--- config.mk ---
export PLATFORM = sky130hd
export DESIGN_NAME = mac_lane
export DESIGN_NICKNAME = d
export VERILOG_FILES = /design/src/rtl/mac_lane.sv
export SDC_FILE = /design/constraint.sdc
export NUM_CORES = 1
export LEC_CHECK = 0
export CAP_MARGIN = 20
export CORE_MARGIN = 2
export CORE_UTILIZATION = 45
export DETAILED_ROUTE_END_ITERATION = 10
export HOLD_SLACK_MARGIN = 0.1
export PLACE_DENSITY = 0.69
export SLEW_MARGIN = 20
export SYNTH_ARGS = -nofsm -noshare
export SYNTH_HDL_FRONTEND = slang
export SYNTH_SLANG_ARGS = --single-unit
export TNS_END_PERCENT = 10
--- constraint.sdc ---
create_clock -name clk -period 20 [get_ports clk]
set_input_delay 3 -clock clk [delete_from_list [all_inputs] [get_ports clk]]
set_output_delay 3 -clock clk [all_outputs]
set_load 0.005 [all_outputs]
--- src/rtl/mac_lane.sv ---
// ----------------------------------------------------------------------------
// mac_lane
//
// Purpose:
//   One lane of the vector MAC array. Computes y = a*b + c in a 2-stage
//   pipeline. Operands can be treated as signed or unsigned per beat, and a
//   per-beat lane mask bypasses the arithmetic so the result is c unchanged.
//   Both sides use a valid/ready streaming handshake, and the whole pipeline
//   advances together whenever the output register is free or being drained.
//
// Configuration macro:
//   MAC_LANE_SATURATE_EN - when defined, the stage-2 addition saturates
//                          (signed: clamp to +max / -min, unsigned: clamp to
//                          all-ones) instead of wrapping modulo 2^AW.
//
// Parameters:
//   EW - width of multiplicands a and b
//   AW - width of addend c and result y (must be >= EW)
//
// Ports:
//   clk        in   clock, all state updates on the rising edge
//   rst        in   synchronous active-low reset
//   in_valid   in   input beat valid
//   in_ready   out  lane can accept an input beat this cycle
//   a, b       in   multiplicand / multiplier (EW bits)
//   c          in   addend (AW bits)
//   lane_mask  in   1 = lane disabled, result is c unchanged
//   op_signed  in   1 = a, b, c are two's complement
//   out_valid  out  y holds a valid result
//   out_ready  in   downstream accepts y
//   y          out  result (AW bits)
// ----------------------------------------------------------------------------
module mac_lane #(
    parameter int EW = 16,
    parameter int AW = 32
) (
    input  logic          clk,
    input  logic          rst,
    input  logic          in_valid,
    output logic          in_ready,
    input  logic [EW-1:0] a,
    input  logic [EW-1:0] b,
    input  logic [AW-1:0] c,
    input  logic          lane_mask,
    input  logic          op_signed,
    output logic          out_valid,
    input  logic          out_ready,
    output logic [AW-1:0] y
);

    localparam int PW = 2 * EW;

    logic          adv;
    logic [PW-1:0] a_ext;
    logic [PW-1:0] b_ext;
    logic [PW-1:0] mul_prod;
    logic [AW-1:0] prod_ext;

    logic          s1_valid;
    logic [AW-1:0] s1_prod;
    logic [AW-1:0] s1_c;
    logic          s1_mask;
`ifdef MAC_LANE_SATURATE_EN
    logic          s1_signed;
`endif

    logic [AW-1:0] sum_res;
    logic [AW-1:0] y_next;

    // The pipeline only moves when the output register is empty or is being
    // consumed this cycle; otherwise every register holds. Holding reset low
    // also closes the input side.
    assign adv      = ~out_valid | out_ready;
    assign in_ready = rst & adv;

    // A single multiplier serves both modes: operands are widened to the full
    // product width (sign- or zero-extended), and the low PW bits of that
    // product are the correct two's complement or unsigned result.
    always_comb begin
        a_ext    = op_signed ? {{EW{a[EW-1]}}, a} : {{EW{1'b0}}, a};
        b_ext    = op_signed ? {{EW{b[EW-1]}}, b} : {{EW{1'b0}}, b};
        mul_prod = a_ext * b_ext;
    end

    // The product is widened (or truncated) to the accumulator width before
    // it is registered, so stage 1 holds it already in the form stage 2 adds.
    generate
        if (AW > PW) begin : g_prod_extend
            assign prod_ext = {{(AW-PW){op_signed & mul_prod[PW-1]}}, mul_prod};
        end else begin : g_prod_trunc
            assign prod_ext = mul_prod[AW-1:0];
        end
    endgenerate

`ifdef MAC_LANE_SATURATE_EN
    // Saturating add: a signed overflow shows up as two same-signed operands
    // producing a result of the other sign; an unsigned overflow is the
    // carry out of the top bit.
    logic [AW:0] sum_full;

    always_comb begin
        sum_full = {1'b0, s1_prod} + {1'b0, s1_c};
        sum_res  = sum_full[AW-1:0];
        if (s1_signed) begin
            if ((s1_prod[AW-1] == s1_c[AW-1]) && (sum_full[AW-1] != s1_prod[AW-1])) begin
                sum_res = s1_prod[AW-1] ? {1'b1, {(AW-1){1'b0}}} : {1'b0, {(AW-1){1'b1}}};
            end
        end else if (sum_full[AW]) begin
            sum_res = '1;
        end
    end
`else
    // Plain modulo-2^AW add; sign does not matter for a wrapping sum.
    assign sum_res = s1_prod + s1_c;
`endif

    // A masked beat forwards its addend untouched, skipping both the product
    // and any saturation.
    assign y_next = s1_mask ? s1_c : sum_res;

    // Both pipeline stages live in one register block so they always advance
    // or stall together. y is only overwritten by a valid beat, so a bubble
    // leaves the last result visible.
    always_ff @(posedge clk) begin
        if (!rst) begin
            s1_valid  <= 1'b0;
            s1_prod   <= '0;
            s1_c      <= '0;
            s1_mask   <= 1'b0;
`ifdef MAC_LANE_SATURATE_EN
            s1_signed <= 1'b0;
`endif
            out_valid <= 1'b0;
            y         <= '0;
        end else if (adv) begin
            s1_valid  <= in_valid;
            s1_prod   <= prod_ext;
            s1_c      <= c;
            s1_mask   <= lane_mask;
`ifdef MAC_LANE_SATURATE_EN
            s1_signed <= op_signed;
`endif
            out_valid <= s1_valid;
            if (s1_valid) begin
                y <= y_next;
            end
        end
    end

endmodule

==> impl_metrics.csv <==
group,metric,value,unit
place,place_congestion,0.926,
timing,slew_viol_final,0,
worst_setup_path,start_kind,"input pin",
finish,layout.nets,2634,
synthesis,synth_fp_nets,2601,
finish,drive_gt1_share,2.65,%
finish,nFillCells,3772,
outcome,status,"finished, final reports clean",
clocking,clk_latency,0.34,ns
synthesis,yosysWarnings,0,
clocking,cts_tree,"built",
finish,multi_input_area,0.0145,mm2
timing,finalCriticalPeriod,10.69,ns
synthesis,netlist_area,0.0181,mm2
floorplanning,fp.dieArea,0.0419,mm2
drt,wire_per_inst,17.4,um
timing,fin_crit_sh,53.4,%
drt,firstDrtPassIters,7,
synthesis,ys_seq_area_share,10.9,%
synthesis,ys_top_cells_by_count,"inv_1, fa_1, nand2_1",
drt,drt_iter0_markers,603,
timing,slew_headroom,25.8,%
clocking,hold_buffers,0,
global_route,antenna_found_initial,0,
worst_setup_path,critPathCaptureType,"register",
clocking,cts_resized,0,
global_route,grt_pass1_vias,14800,
global_route,grt_use_total,22.6,%
synthesis,syn_area_per_cell,8.89,um2
clocking,numClockSinks,99,
timing,whs,0.461,ns
synthesis,yosysMostFrequentCell,"inv_1",
worst_setup_path,crit_top_cell,"fa_1",
finish,syn_to_final_growth,9.49,%
worst_setup_path,critPathMaxFanout,25,
synthesis,ys_types,68,
timing,tns,0,ns
floorplanning,rows,73,
floorplanning,die_h,205,um
place,port_buffers,103,
worst_setup_path,crit_type,"input pin to register",
drt,vias_per_cell,5.30,
floorplanning,die_w,205,um
clocking,cts-root-buf,"clkbuf_16",
worst_setup_path,crit_chain,"clkdlybuf4s50_1 -> and2_1 -> nand2_1 -> fa_1 -> fa_1 -> inv_1 -> fa_1 -> inv_1 -> fa_1 -> inv_1 -> fa_1 -> inv_1 -> fa_1 -> fa_1 -> fa_1 -> inv_1 -> ha_1 -> nand4_1 -> nor2_1 -> nand3_1 -> nor3_2 -> o211ai_1 -> a2111oi_0 -> nand3b_1",
run,max_cap_viol_count,0,
timing,grt_setup_unrepaired,"false",
synthesis,synth_largest_area_cell,"fa_1",
worst_setup_path,cp_slowest_cell,"clkdlybuf4s50_1",
synthesis,synth-seq-cells,99,
synthesis,synth_ff_type,"dfxtp_1",
floorplanning,coreArea,0.0397,mm2
worst_setup_path,critPathMaxStageDelay,0.91,ns
synthesis,netlist_instances,2037,
synthesis,synth_edf_count,0,
timing,skew,0.00715,ns
finish,diodes,0,
global_route,grt_max_degree,74,
place,dp_hpwl,36700,um
hold_path,hp-class,"register to register",
drt,vias,13800,
timing,finalHoldViolCount,0,
floorplanning,start_util,45.6,%
finish,seq_area,0.00198,mm2
global_route,globalRouteOverflowTotal,0,
timing,tightest_slew,1.11,ns
synthesis,synthArstFlopShare,0,%
synthesis,synth_top_area_share,36.9,%
drt,drc,0,
worst_setup_path,crit_arrival,10.97,ns
floorplanning,io_pins,104,
drt,drt_wl_total,45100,um
timing,setup_violations,0,
drt,ant_nets,0,
global_route,grt_pass1_wl,75900,um
clocking,numCtsBuffers,9,
worst_setup_path,worstPathRequired,20.28,ns
clocking,cts.clk_slew.worst_paths,0.07,ns
synthesis,synth.area.top_cells,"fa_1, ha_1, dfxtp_1",
clocking,h-tree-depth,3,
clocking,cts_setup_buffers,0,
clocking,clockBufferDepth,2,
timing,fmax,93.6,MHz
placed cells by master, fill, tap and decap left out, types with 13 or more instances in the layout:
cell,instances
a21o_1,34
a21oi_1,115
and2_1,178
and3_1,29
clkdlybuf4s50_1,103
dfxtp_1,99
fa_1,334
ha_1,160
inv_1,347
nand2_1,258
nand3_1,27
nor2_1,67
o211ai_1,18
o21a_1,13
o21ai_0,44
xnor2_1,60
xor2_1,20
per-stage QoR:
stage	setup slack [ns]	cell area (um2)	utilization [%]	cells
3_3_place_gp	9.13	19500	49.2	2584
3_5_place_dp	9.02	19500	49.2	2584
5_1_grt	8.79	19800	49.9	2600
4_1_cts	9.33	19800	49.9	2600
6_report	9.31	19800	49.9	2600
2_1_floorplan	10.30	18100	-	2037
routing by layer:
| layer | track usage (%) | up-vias | part of all wire, % |
|---|---|---|---|
| met2 | 40.5 | 351 | 50 |
| li1 | - | 6452 | - |
| met3 | 2.05 | 56 | 4.8 |
| met5 | 0 | - | 0 |
| met4 | 5.33 | 0 | 2.0 |
| met1 | 29.5 | 6909 | 43 |
worst max-delay path: cells and delay by family:
family / cells / cell delay, ns
fa+ha+maj: 9 / 4.75
compound gates: 2 / 0.55
simple gates: 7 / 1.26
buf+inv: 6 / 1.37
sequential cells by signal, indices dropped and copies added, names as in the netlist:
register,flops
s1_mask,1
out_valid,1
s1_prod,32
s1_c,32
y,32
s1_valid,1
layout make-up:
class                   instances  share of cell area [%]
clock inverters                 3                   0.107
clock buffers                  13                    1.31
well taps                     525                    3.31
multi-input cells            1497                    73.0
inverters                     348                    6.59
repair buffers                115                    5.65
flip-flops and latches         99                    9.99
kinds of logic (layout without fill, tap and decap cells):
logic type	count (synthesis)	after routing	share of synthesized area, %
flip-flops	99	99	10.9
buffers and inverters	441	479	9.15
multiplexers	4	4	0.221
AND/OR/NAND/NOR	611	611	16.6
AO/OA/AOI/OAI	307	307	11.2
XOR/XNOR	81	81	3.99
adder cells (fa/ha/maj)	494	494	48.0
worst paths after layout:
check	startpoint	end	slack, ns	cells after the start
min	y[1]$_SDFFE_PN0P_	y[1]$_SDFFE_PN0P_	0.46	2
max	a[15]	s1_prod[28]$_SDFFE_PN0N_	9.31	24
max reg2reg	s1_prod[0]$_SDFFE_PN0N_	y[30]$_SDFFE_PN0P_	17.01	12
min reg2reg	y[1]$_SDFFE_PN0P_	y[1]$_SDFFE_PN0P_	0.46	2
Power is left out: the tool's default activity adds up to more than one toggle a clock period on the data nets, which glitch-free logic cannot reach.
